**config.mk**
```make
export PLATFORM = sky130hd
export DESIGN_NAME = dispatch_ram_ctl
export DESIGN_NICKNAME = d
export VERILOG_FILES = /design/src/rtl/dispatch_ram_ctl.sv
export SDC_FILE = /design/constraint.sdc
export NUM_CORES = 1
export LEC_CHECK = 0
export BUFFER_PORTS_ARGS = -buffer_cell sky130_fd_sc_hd__buf_2
export CAP_MARGIN = 40
export CORE_MARGIN = 10
export CORE_UTILIZATION = 39
export DETAILED_ROUTE_END_ITERATION = 7
export PLACE_DENSITY_LB_ADDON = 0.1
export SYNTH_ARGS = -nofsm -noshare
export SYNTH_HDL_FRONTEND = slang
export SYNTH_SLANG_ARGS = --single-unit
```
**constraint.sdc**
```tcl
create_clock -name clk -period 2.1 [get_ports clk]
set_input_delay 0.42 -clock clk [delete_from_list [all_inputs] [get_ports clk]]
set_output_delay 0.42 -clock clk [all_outputs]
set_load 0.05 [all_outputs]
```
**src/rtl/dispatch_ram_ctl.sv**
```systemverilog
// Access controller for the 2K x 17 dispatch RAM: clears the RAM after reset,
// then arbitrates the single access slot between the CPU dispatch path and the spy port.
module dispatch_ram_ctl #(
  parameter int ADDR_W = 11,
  parameter int DATA_W = 17,
  parameter int STARVE = 15
) (
  input  logic              clk,
  input  logic              reset,
  input  logic              cpu_rd,
  input  logic              cpu_wr,
  input  logic [ADDR_W-1:0] cpu_addr,
  input  logic [DATA_W-1:0] cpu_wdata,
  output logic              cpu_stall,
  input  logic              spy_req,
  input  logic              spy_wr,
  input  logic [ADDR_W-1:0] spy_addr,
  input  logic [DATA_W-1:0] spy_wdata,
  output logic              spy_ack,
  output logic [DATA_W-1:0] spy_rdata,
  output logic [ADDR_W-1:0] ram_addr,
  output logic [DATA_W-1:0] ram_wdata,
  output logic              ram_we,
  output logic              ram_re,
  input  logic [DATA_W-1:0] ram_q,
  output logic              init_done
);

  typedef enum logic [1:0] {INIT, IDLE, SPY_RD, SPY_ACK} state_t;

  localparam logic [3:0]        STARVE_MAX = 4'(STARVE);
  localparam logic [ADDR_W-1:0] LAST_ADDR  = '1;

  state_t              state_q, state_d;
  logic [ADDR_W-1:0]   init_cnt_q, init_cnt_d;
  logic [3:0]          starve_cnt_q, starve_cnt_d;
  logic                init_done_q, init_done_d;
  logic [DATA_W-1:0]   spy_rdata_q, spy_rdata_d;

  logic cpu_acc;
  logic starved;

  assign cpu_acc   = cpu_rd | cpu_wr;
  assign starved   = (starve_cnt_q == STARVE_MAX);
  assign init_done = init_done_q;
  assign spy_rdata = spy_rdata_q;

  // NOTE: every output and *_d gets a default first so no path through the case infers a latch.
  always_comb begin
    state_d      = state_q;
    init_cnt_d   = init_cnt_q;
    starve_cnt_d = starve_cnt_q;
    init_done_d  = init_done_q;
    spy_rdata_d  = spy_rdata_q;
    cpu_stall    = 1'b0;
    spy_ack      = 1'b0;
    // CPU owns the slot unless a state below hands it elsewhere; write beats read.
    ram_addr     = cpu_addr;
    ram_wdata    = cpu_wdata;
    ram_we       = cpu_wr;
    ram_re       = cpu_rd & ~cpu_wr;

    unique case (state_q)
      INIT: begin
        ram_addr   = init_cnt_q;
        ram_wdata  = '0;
        ram_we     = 1'b1;
        ram_re     = 1'b0;
        cpu_stall  = 1'b1;
        init_cnt_d = init_cnt_q + ADDR_W'(1);
        if (init_cnt_q == LAST_ADDR) begin
          state_d     = IDLE;
          init_done_d = 1'b1;
        end
      end
      IDLE: begin
        if (spy_req && (!cpu_acc || starved)) begin
          cpu_stall    = starved;
          ram_addr     = spy_addr;
          ram_wdata    = spy_wdata;
          ram_we       = spy_wr;
          ram_re       = ~spy_wr;
          starve_cnt_d = '0;
          state_d      = spy_wr ? SPY_ACK : SPY_RD;
        end else if (spy_req) begin
          // Only reachable while below STARVE, so the increment cannot overshoot.
          starve_cnt_d = starve_cnt_q + 4'd1;
        end
      end
      SPY_RD: begin
        spy_rdata_d = ram_q;
        state_d     = SPY_ACK;
      end
      SPY_ACK: begin
        spy_ack = 1'b1;
        state_d = IDLE;
      end
    endcase

    if (!spy_req) starve_cnt_d = '0;
  end

  // NOTE: sequential state uses non-blocking assignments so all flops sample the same pre-edge values.
  always_ff @(posedge clk or posedge reset) begin
    if (reset) begin
      state_q      <= INIT;
      init_cnt_q   <= '0;
      starve_cnt_q <= '0;
      init_done_q  <= 1'b0;
      spy_rdata_q  <= '0;
    end else begin
      state_q      <= state_d;
      init_cnt_q   <= init_cnt_d;
      starve_cnt_q <= starve_cnt_d;
      init_done_q  <= init_done_d;
      spy_rdata_q  <= spy_rdata_d;
    end
  end

endmodule
```
# Yosys cells after proc, flatten, opt, wreduce, memory -nomap -nowiden
# Index checks and enable logic that the tools add are counted.
[totals]
regBits = 35
in_bits = 79
output_inout_bits = 50
elab_cells = 43
[op_classes]
add_sub_neg = 2
eq_ne = 8
n_mux = 18
bitwise = 4
n_reduce_logical = 6
[op_table]
columns = ["cell", "n"]
rows = [
  ["$pmux W17 S2", 1],
  ["$pmux W11 S2", 1],
  ["$mux W17", 1],
  ["$mux W4", 3],
  ["$add A11 B1 Y11 const B", 1],
  ["$eq A11 B11 Y1 const B", 1],
  ["$mux W11", 1],
  ["$pmux W2 S4", 1],
  ["$pmux W1 S2", 3],
  ["$mux W1", 5],
  ["$add A4 B1 Y4 const B", 1],
  ["$eq A2 B2 Y1 const B", 2],
  ["$eq A4 B4 Y1 const B", 1],
  ["$mux W2", 2],
  ["$ne A2 B2 Y1 const B", 2],
  ["$reduce_and A2 Y1", 2],
  ["$eq A2 B1 Y1 const B", 1],
  ["$logic_not A2 Y1", 1],
  ["$ne A2 B1 Y1 const B", 1],
  ["$not A1 Y1", 2],
  ["$and A1 B1 Y1", 1],
  ["$logic_and A1 B1 Y1", 1],
  ["$logic_not A1 Y1", 1],
  ["$logic_or A1 B1 Y1", 1],
  ["$or A1 B1 Y1", 1],
]

# Logic depth before layout (Yosys ltp)
# Gate-level depths: netlist (run 1).
[depth]
depth_word = 7
mapped_depth = 8
depth_no_buf = 6

# Worst setup path after synthesis (run 1)
# Ideal clock, no wire load.
[synth_path]
path_type = "register to output"
start = "register starve_cnt_q[0]"
end = "output ram_addr[0]"
t_arrival_ps = 2519
required_ps = 1680
path_slack_ps = -839
stages_incl_launch_ff = 7
n_path_buf = 1
path_cell_list = "dfrtp_1 -> ha_1 -> and3_1 -> o21ai_2 -> buf_6 -> mux2i_1 -> o21ai_0"
[synth_via]
elab_chain_cells = 5
[synth_rtl]
columns = ["element", "line_no", "rtl"]
rows = [
  ["from (decl)", "36", "logic [3:0] starve_cnt_q, starve_cnt_d;"],
  ["from (signal assigned)", "114", "starve_cnt_q <= starve_cnt_d;"],
  ["$eq A4 B4 Y1", "44", "assign starved = (starve_cnt_q == STARVE_MAX);"],
  ["$logic_or A1 B1 Y1", "77", "if (spy_req && (!cpu_acc || starved)) begin"],
  ["$logic_and A1 B1 Y1", "77", ""],
  ["$mux W11", "77", ""],
  ["$pmux W11 S2", "63", "unique case (state_q)"],
  ["to (decl)", "21", "output logic [ADDR_W-1:0] ram_addr,"],
]
# Every way passes these cells.

# Worst setup path after layout (run 1)
[layout_path]
start = "register starve_cnt_q[0]"
end = "output ram_addr[3]"
# Same word-level chain as after synthesis.

==> results of run 1 <==
==> worst max path at each step <==
stage	slack [ns]	end
6_report	-0.27	ram_addr[3]
4_1_cts	-0.25	ram_addr[8]
3_5_place_dp	-0.15	ram_wdata[3]
2_1_floorplan	-0.27	ram_addr[3]
5_1_grt	-0.34	ram_addr[1]
3_3_place_gp	-0.12	ram_wdata[8]
==> Yosys cell counts, drive strengths merged (2+ instances only) <==
library cell	instances	share of area
nand4	4	0.012
clkbuf	5	0.0091
buf	5	0.018
dfrtp	35	0.42
xor2	5	0.021
a22oi	10	0.036
nand3	9	0.027
xnor2	5	0.021
ha	6	0.036
o21ai	13	0.033
inv	5	0.0091
nor4	2	0.0061
nor3	3	0.0073
a211oi	2	0.013
nand2	9	0.016
a21oi	8	0.021
a22o	18	0.076
mux2i	12	0.058
nor2	5	0.0091
nand2b	2	0.0061
mux2	19	0.11
==> through the flow <==
step,TNS (ns),area (um2),worst slack [ns]
3_5_place_dp,-2.20,3180,-0.152
4_1_cts,-6.20,3590,-0.253
3_3_place_gp,-1.80,3180,-0.117
6_report,-7.03,3640,-0.270
2_1_floorplan,-0.708,2260,-0.274
5_1_grt,-9.13,3640,-0.344
==> final cells by class <==
type,instances,area (um2),share of cell area
Timing Repair Buffer,167,1180,0.325
Sequential cell,35,876,0.240
Inverter,5,21.3,0.00584
Tap cell,70,87.6,0.0240
Clock buffer,5,68.8,0.0189
Clock inverter,3,20.0,0.00549
Multi-Input combinational cell,141,1390,0.380
==> logic make-up after synthesis <==
kind of cell	after synthesis	share of synthesized area
flops	35	0.424
mux	31	0.164
compound gates	54	0.193
xor+xnor	10	0.0424
buf+inv	15	0.0358
simple gates	40	0.104
fa+ha+maj	6	0.0364
==> state kept, by name, summed over array words and instances (netlist names) <==
name	count
spy_rdata	17
init_done	1
state_q	2
starve_cnt_q	4
init_cnt_q	11
==> timing repair <==
| action | CTS | global route |
|---|---|---|
| resized for setup | 70 | 14 |
| pin swaps | 10 | 2 |
| cloned | 1 | 0 |
| buffers inserted | 7 | 2 |
| endpoints found under the setup margin | 30 | 31 |
==> worst min-delay path: cells and delay by family <==
family | cells | cell delay, ns
buffers and inverters | 3 | 0.52
==> power by group through the flow <==
stage / combinational, mW / sequential, mW / clock (mW)
6_report: 4.09 / 1.09 / 0.475
5_1_grt: 4.30 / 1.12 / 0.529
4_1_cts: 4.06 / 1.09 / 0.490
3_5_place_dp: 3.66 / 1.10 / 0
3_3_place_gp: 3.63 / 1.08 / 0
2_1_floorplan: 2.14 / 1.69 / 0
==> layout by cell type (no fill, tap or decap), types with 7 or more instances in the layout <==
master / count
a22oi_1: 10
a22o_4: 10
mux2i_1: 7
dfrtp_1: 35
a22o_1: 8
mux2_2: 18
nand2_1: 9
buf_2: 97
buf_4: 34
buf_6: 28
nand3_1: 7
o21ai_2: 9
==> layer usage <==
layer  vias to the layer above  track usage
met2                        76        0.301
li1                       1052            -
met5                         -            0
met4                         0       0.0604
met1                      1034        0.187
met3                        12       0.0581
==> key figures, run 1 <==
Outcome
  • Outcome: finished with violations
  • Failing checks: negative setup slack

Clocking
  • Root Buffer: clkbuf_8
  • CTS clk-pin slew, worst paths: 0.07 ns
  • Clock Sinks: 35
  • H-tree lvl count: 2
  • Num CTS Buffers: 5
  • CTS max path bufs: 2
  • TritonCTS clock tree: yes
  • Hold_buf cts: 0
  • Worst-skew pair later-pin latency: around 0.29 ns

STA
  • Maximum clock frequency: 0.422 GHz
  • Setup ws final: -0.270 ns
  • Final Slew Violations: 0
  • Worst-margin pin slew: about 0.44 ns
  • Final Setup Violations: 30
  • Crit share post-route: 1.13
  • Final hold slack: 0.226 ns
  • RSZ-0062 raised after global routing: true
  • Final min period: about 2.4 ns
  • Final Hold Violating Endpoints: 0
  • Slew margin rel.: 0.709
  • Setup Skew: 0.00459 ns

Synth
  • Avg Cell Area, Syn: 10.8 um2
  • Post-synth ARST share: 1.00
  • Sequential share of the synthesized area: 0.424
  • Synth cell types: 38
  • Syn Inst Count: around 190
  • Synthesized Nets: 276
  • Synthesized area: 2060 um2
  • Yosys reg bits: 35
  • Syn. warnings: 0
  • EDFF count, synth: 0
  • Primary FF master, synth: dfrtp_1

Detailed routing
  • Final wirelength: around 7.5 mm
  • Highest metal used: met4
  • DR vias/cell: a little over 5
  • DR iter-0 viols: roughly 100
  • Vias post-DR: 2174
  • Wire per inst: 17.7 um
  • # DRC: 0
  • First-pass iteration count of the detailed router: 4
  • DR WL met2: 4.00 mm
  • Metal3 WL: 531 um
  • Wl on met1: 2.87 mm
  • Antenna viol nets, final: 0

Critical path
  • Critical path startpoint: starve_cnt_q[0]
  • CP Data Required Time: 1.68 ns
  • CP top delay family: buffers and inverters
  • Reg2reg end: init_cnt_q[9]
  • Worst reg2reg setup slack: roughly 0.2 ns
  • Worst-path cell chain: ha_4, and3_4, o21ai_4, buf_6, buf_12, mux2i_1, o211ai_1, buf_4
  • Cell count along the critical path: 8
  • Start of the worst register-to-register path: state_q[1]
  • WP buf/inv: 3
  • WS Path Type: flip-flop to output pin
  • WP data arrival: 1.95 ns
  • CP max stage delay: 0.41 ns
  • Worst setup SP type: flip-flop
  • Slowest cell on crit path: dfrtp_1
  • Critical path endpoint category: output pin
  • CP Max Fanout: 6
  • FF-to-FF path depth: 9

Floorplanning
  • Initial Utilization: 0.404
  • Die ar.: 8600 um2
  • Row cnt: 26
  • Core area: 5110 um2
  • IO Pins: ~130
  • Die Y: 92.7 um
  • Die W: between 90 and 100 um

Worst hold path
  • Worst min path class: input pin to asynchronous set/reset pin

Global routing
  • Initial antenna violation count: 0
  • First-pass GRT wire length: between 10 and 15 mm
  • Largest net degree at the start of global routing: 36
  • Global Route Usage Sum: 0.171
  • Vias in the first global route: between 2000 and 2500
  • GRT overflow: 0

Layout
  • Number of antenna repair diodes: 0
  • Final core occ: 0.713
  • Final std cells w/o fill: 426
  • Fraction of layout cells with a size suffix above 1: 0.657
  • Area Growth Syn to Fin: 76.6%
  • Final net count: 440
  • Filler instances: roughly 390

Pwr
  • Sequential share of power: 0.193
  • Comb power frac: 0.723
  • Switching pwr: around 3 mW
  • Peak supply drop: between 1000 and 1500 uV
  • Switching Fraction: 0.526
  • Internal power: 2.68 mW
  • Clk pwr share: 0.084
  • Final Power: 5.65 mW
  • Pleak: ~1.8 nW
  • Pwr/cell area: 1550 nW/um2

Run
  • Max_cap viols: 0

Placement
  • Placer Congestion: between 0.8 and 0.9
  • Placed insts: 410
  • PortBufs: 128
  • Detail Placement HPWL: 5.79 mm
Note: power is estimated with default switching activity, not from simulation.
==> run 2, diff against run 1 <==
- ABC_AREA: default -> 1
- CORE_UTILIZATION: 39 -> 40
- GPL_TIMING_DRIVEN: default -> 0
==> key figures, run 2 <==
STA
  • Final min period: approximately 2.2 ns
  • Final Slew Violations: 0
  • Crit share post-route: 1.05
  • RSZ-0062 raised after global routing: true
  • TNS Setup: -1.86 ns
  • Setup Skew: between 0.005 and 0.006 ns
  • Slew margin rel.: 0.475
  • Final hold slack: 0.276 ns
  • Setup ws final: -0.107 ns
  • Maximum clock frequency: 0.453 GHz
  • Final Setup Violations: 29
  • Final Hold Violating Endpoints: 0
  • Worst-margin pin slew: 0.787 ns

Synth
  • Top post-synthesis cells by area: dfrtp_1, nand2_1, nand3_1, mux2_2, inv_1
  • Synthesized area: approximately 2300 um2
  • Syn Inst Count: 310
  • Post-synth ARST share: 1.00
  • Synthesized Nets: 395
  • Avg Cell Area, Syn: 7.45 um2
  • Synth cell count leaders: nand2_1, nand3_1, dfrtp_1, inv_1, mux2_2
  • Top-area cell type share of the netlist area: 0.379
  • Cell taking the most area after synthesis: dfrtp_1
  • Syn. warnings: 0
  • Synth cell types: 26
  • EDFF count, synth: 0
  • Most numerous cell in the Yosys netlist: nand2_1
  • Sequential share of the synthesized area: 0.379
  • Primary FF master, synth: dfrtp_1
  • Yosys reg bits: 35

Clocking
  • Clock Sinks: 35
  • CTS clk-pin slew, worst paths: 0.07 ns
  • H-tree lvl count: 2
  • Hold_buf cts: 0
  • Num CTS Buffers: 5
  • TritonCTS clock tree: yes
  • Worst-skew pair later-pin latency: 0.28 ns
  • Root Buffer: clkbuf_8
  • CTS max path bufs: 2

Layout
  • Commonest non-fill, non-tap cell in the layout: buf_2
  • Final std cells w/o fill: approximately 550
  • Area Growth Syn to Fin: 78.1%
  • Max FFs per register: 17
  • Final net count: 558
  • Fraction of layout cells with a size suffix above 1: 0.555
  • Filler instances: 403
  • Most frequent cells in the layout: buf_2, nand2_1, dfrtp_1

Detailed routing
  • DR iter-0 viols: 140
  • Final wirelength: 8.92 mm
  • First-pass iteration count of the detailed router: 4
  • # DRC: 0
  • Wire per inst: roughly 16 um
  • Antenna viol nets, final: 0
  • DR vias/cell: 4.97
  • Vias post-DR: 2720

Global routing
  • Global Route Usage Sum: 0.168
  • Vias in the first global route: between 2000 and 3000
  • Initial antenna violation count: 0
  • First-pass GRT wire length: around 12 mm
  • GRT overflow: 0
  • Largest net degree at the start of global routing: 20

Critical path
  • Worst reg2reg setup slack: 0.37 ns
  • Worst setup SP type: flip-flop
  • CP Data Required Time: 1.68 ns
  • WS Path Type: flip-flop to output pin
  • Critical path endpoint category: output pin
  • WP data arrival: 1.79 ns
  • CP Max Fanout: 8

Placement
  • Placer Congestion: ~0.8
  • Placed insts: 510
  • PortBufs: approximately 130
  • Detail Placement HPWL: 5.97 mm
  • Pre-CTS setup slack: -0.293 ns

Pwr
  • Switching pwr: 0.334 mW
  • Internal power: 1.24 mW
  • Switching Fraction: 0.211
  • Sequential share of power: 0.427
  • Pwr/cell area: 384 nW/um2
  • Final Power: about 1.6 mW
  • Peak supply drop: 405 uV
  • Pleak: 2.28 nW
  • Comb power frac: 0.121
  • Clk pwr share: 0.452

Floorplanning
  • Initial Utilization: 0.417
  • Core area: 5540 um2
  • Die ar.: between 9000 and 10000 um2
  • Die W: approximately 96 um
  • Row cnt: 27
  • Die Y: 96.0 um
  • IO Pins: 129

Outcome
  • Failing checks: negative setup slack
  • Outcome: finished with violations

Run
  • Max_cap viols: 0

Worst hold path
  • Worst min path class: input pin to asynchronous set/reset pin
[run 2: final timing paths]
path                                  from             to  cells after the start
max                        starve_cnt_q[0]   ram_wdata[9]                     10
min                                  reset   spy_rdata[4]                      2
max reg2reg                     state_q[0]   spy_rdata[5]                      5
min reg2reg                      init_done      init_done                      2
max in group asynchronous            reset     state_q[0]                      3
min in group clk                 ram_q[11]  spy_rdata[11]                      2
[run 2: timing repair]
action	4_1_cts	5_1_grt
setup buffers	15	10
setup endpoints to repair	31	31
resized for setup	103	85
hold endpoints to repair	0	0
gates cloned	4	1
pin swaps	17	36
[run 2: logic make-up after synthesis]
logic type	count (synthesis)	share of synthesized area
buffers and inverters	48	0.0894
DFF	35	0.379
muxes	17	0.0829
and+or+nand+nor	182	0.354
xor gates and xnor gates	6	0.0228
AOI/OAI and AO/OA	16	0.0390
adders and majority gates	6	0.0325
[run 2: power groups by stage]
stage	Combinational (mW)	Sequential, mW	Clock (mW)
2_1_floorplan	0.0468	0.687	0
3_3_place_gp	0.129	0.687	0
3_5_place_dp	0.137	0.687	0
4_1_cts	0.159	0.674	0.729
5_1_grt	0.209	0.673	0.770
6_report	0.191	0.674	0.713
[run 2: worst max-delay path, stage by stage, from the launching register on]
cell and delay, ns:
dfrtp_1 0.41, ha_4 0.18, nand3_4 0.09, nand2_4 0.08, nand2_8 0.14, nand2_8 0.08, nand2_8 0.09, buf_8 0.13
nand2_1 0.05, nand2_1 0.07, buf_6 0.16
[run 2: through the flow]
| stage | cell area, um2 | util |
|---|---|---|
| floorplan | 2310 | - |
| global placement | 3040 | 0.549 |
| detailed placement | 3070 | 0.554 |
| CTS | 3700 | 0.668 |
| global route | 4110 | 0.742 |
| finish | 4110 | 0.743 |
[run 2: layout make-up]
cell class                      instances  area, um2  share of cell area
Timing Repair Buffer                  156       1200               0.291
Multi-Input combinational cell        228       1570               0.380
Antenna cell                            1       2.50            0.000608
Clock buffer                            6       72.6              0.0176
Tap cell                               72       90.1              0.0219
Buffer                                 12        114              0.0277
Sequential cell                        35        876               0.213
Clock inverter                          2       60.1              0.0146
Inverter                               35        135              0.0328
[run 2: metal layers]
layer | GRT usage | wire, um
met4 | 0.0442 | 115
met1 | 0.186 | 3430
met5 | 0 | 0
met3 | 0.0412 | 721
met2 | 0.311 | 4660
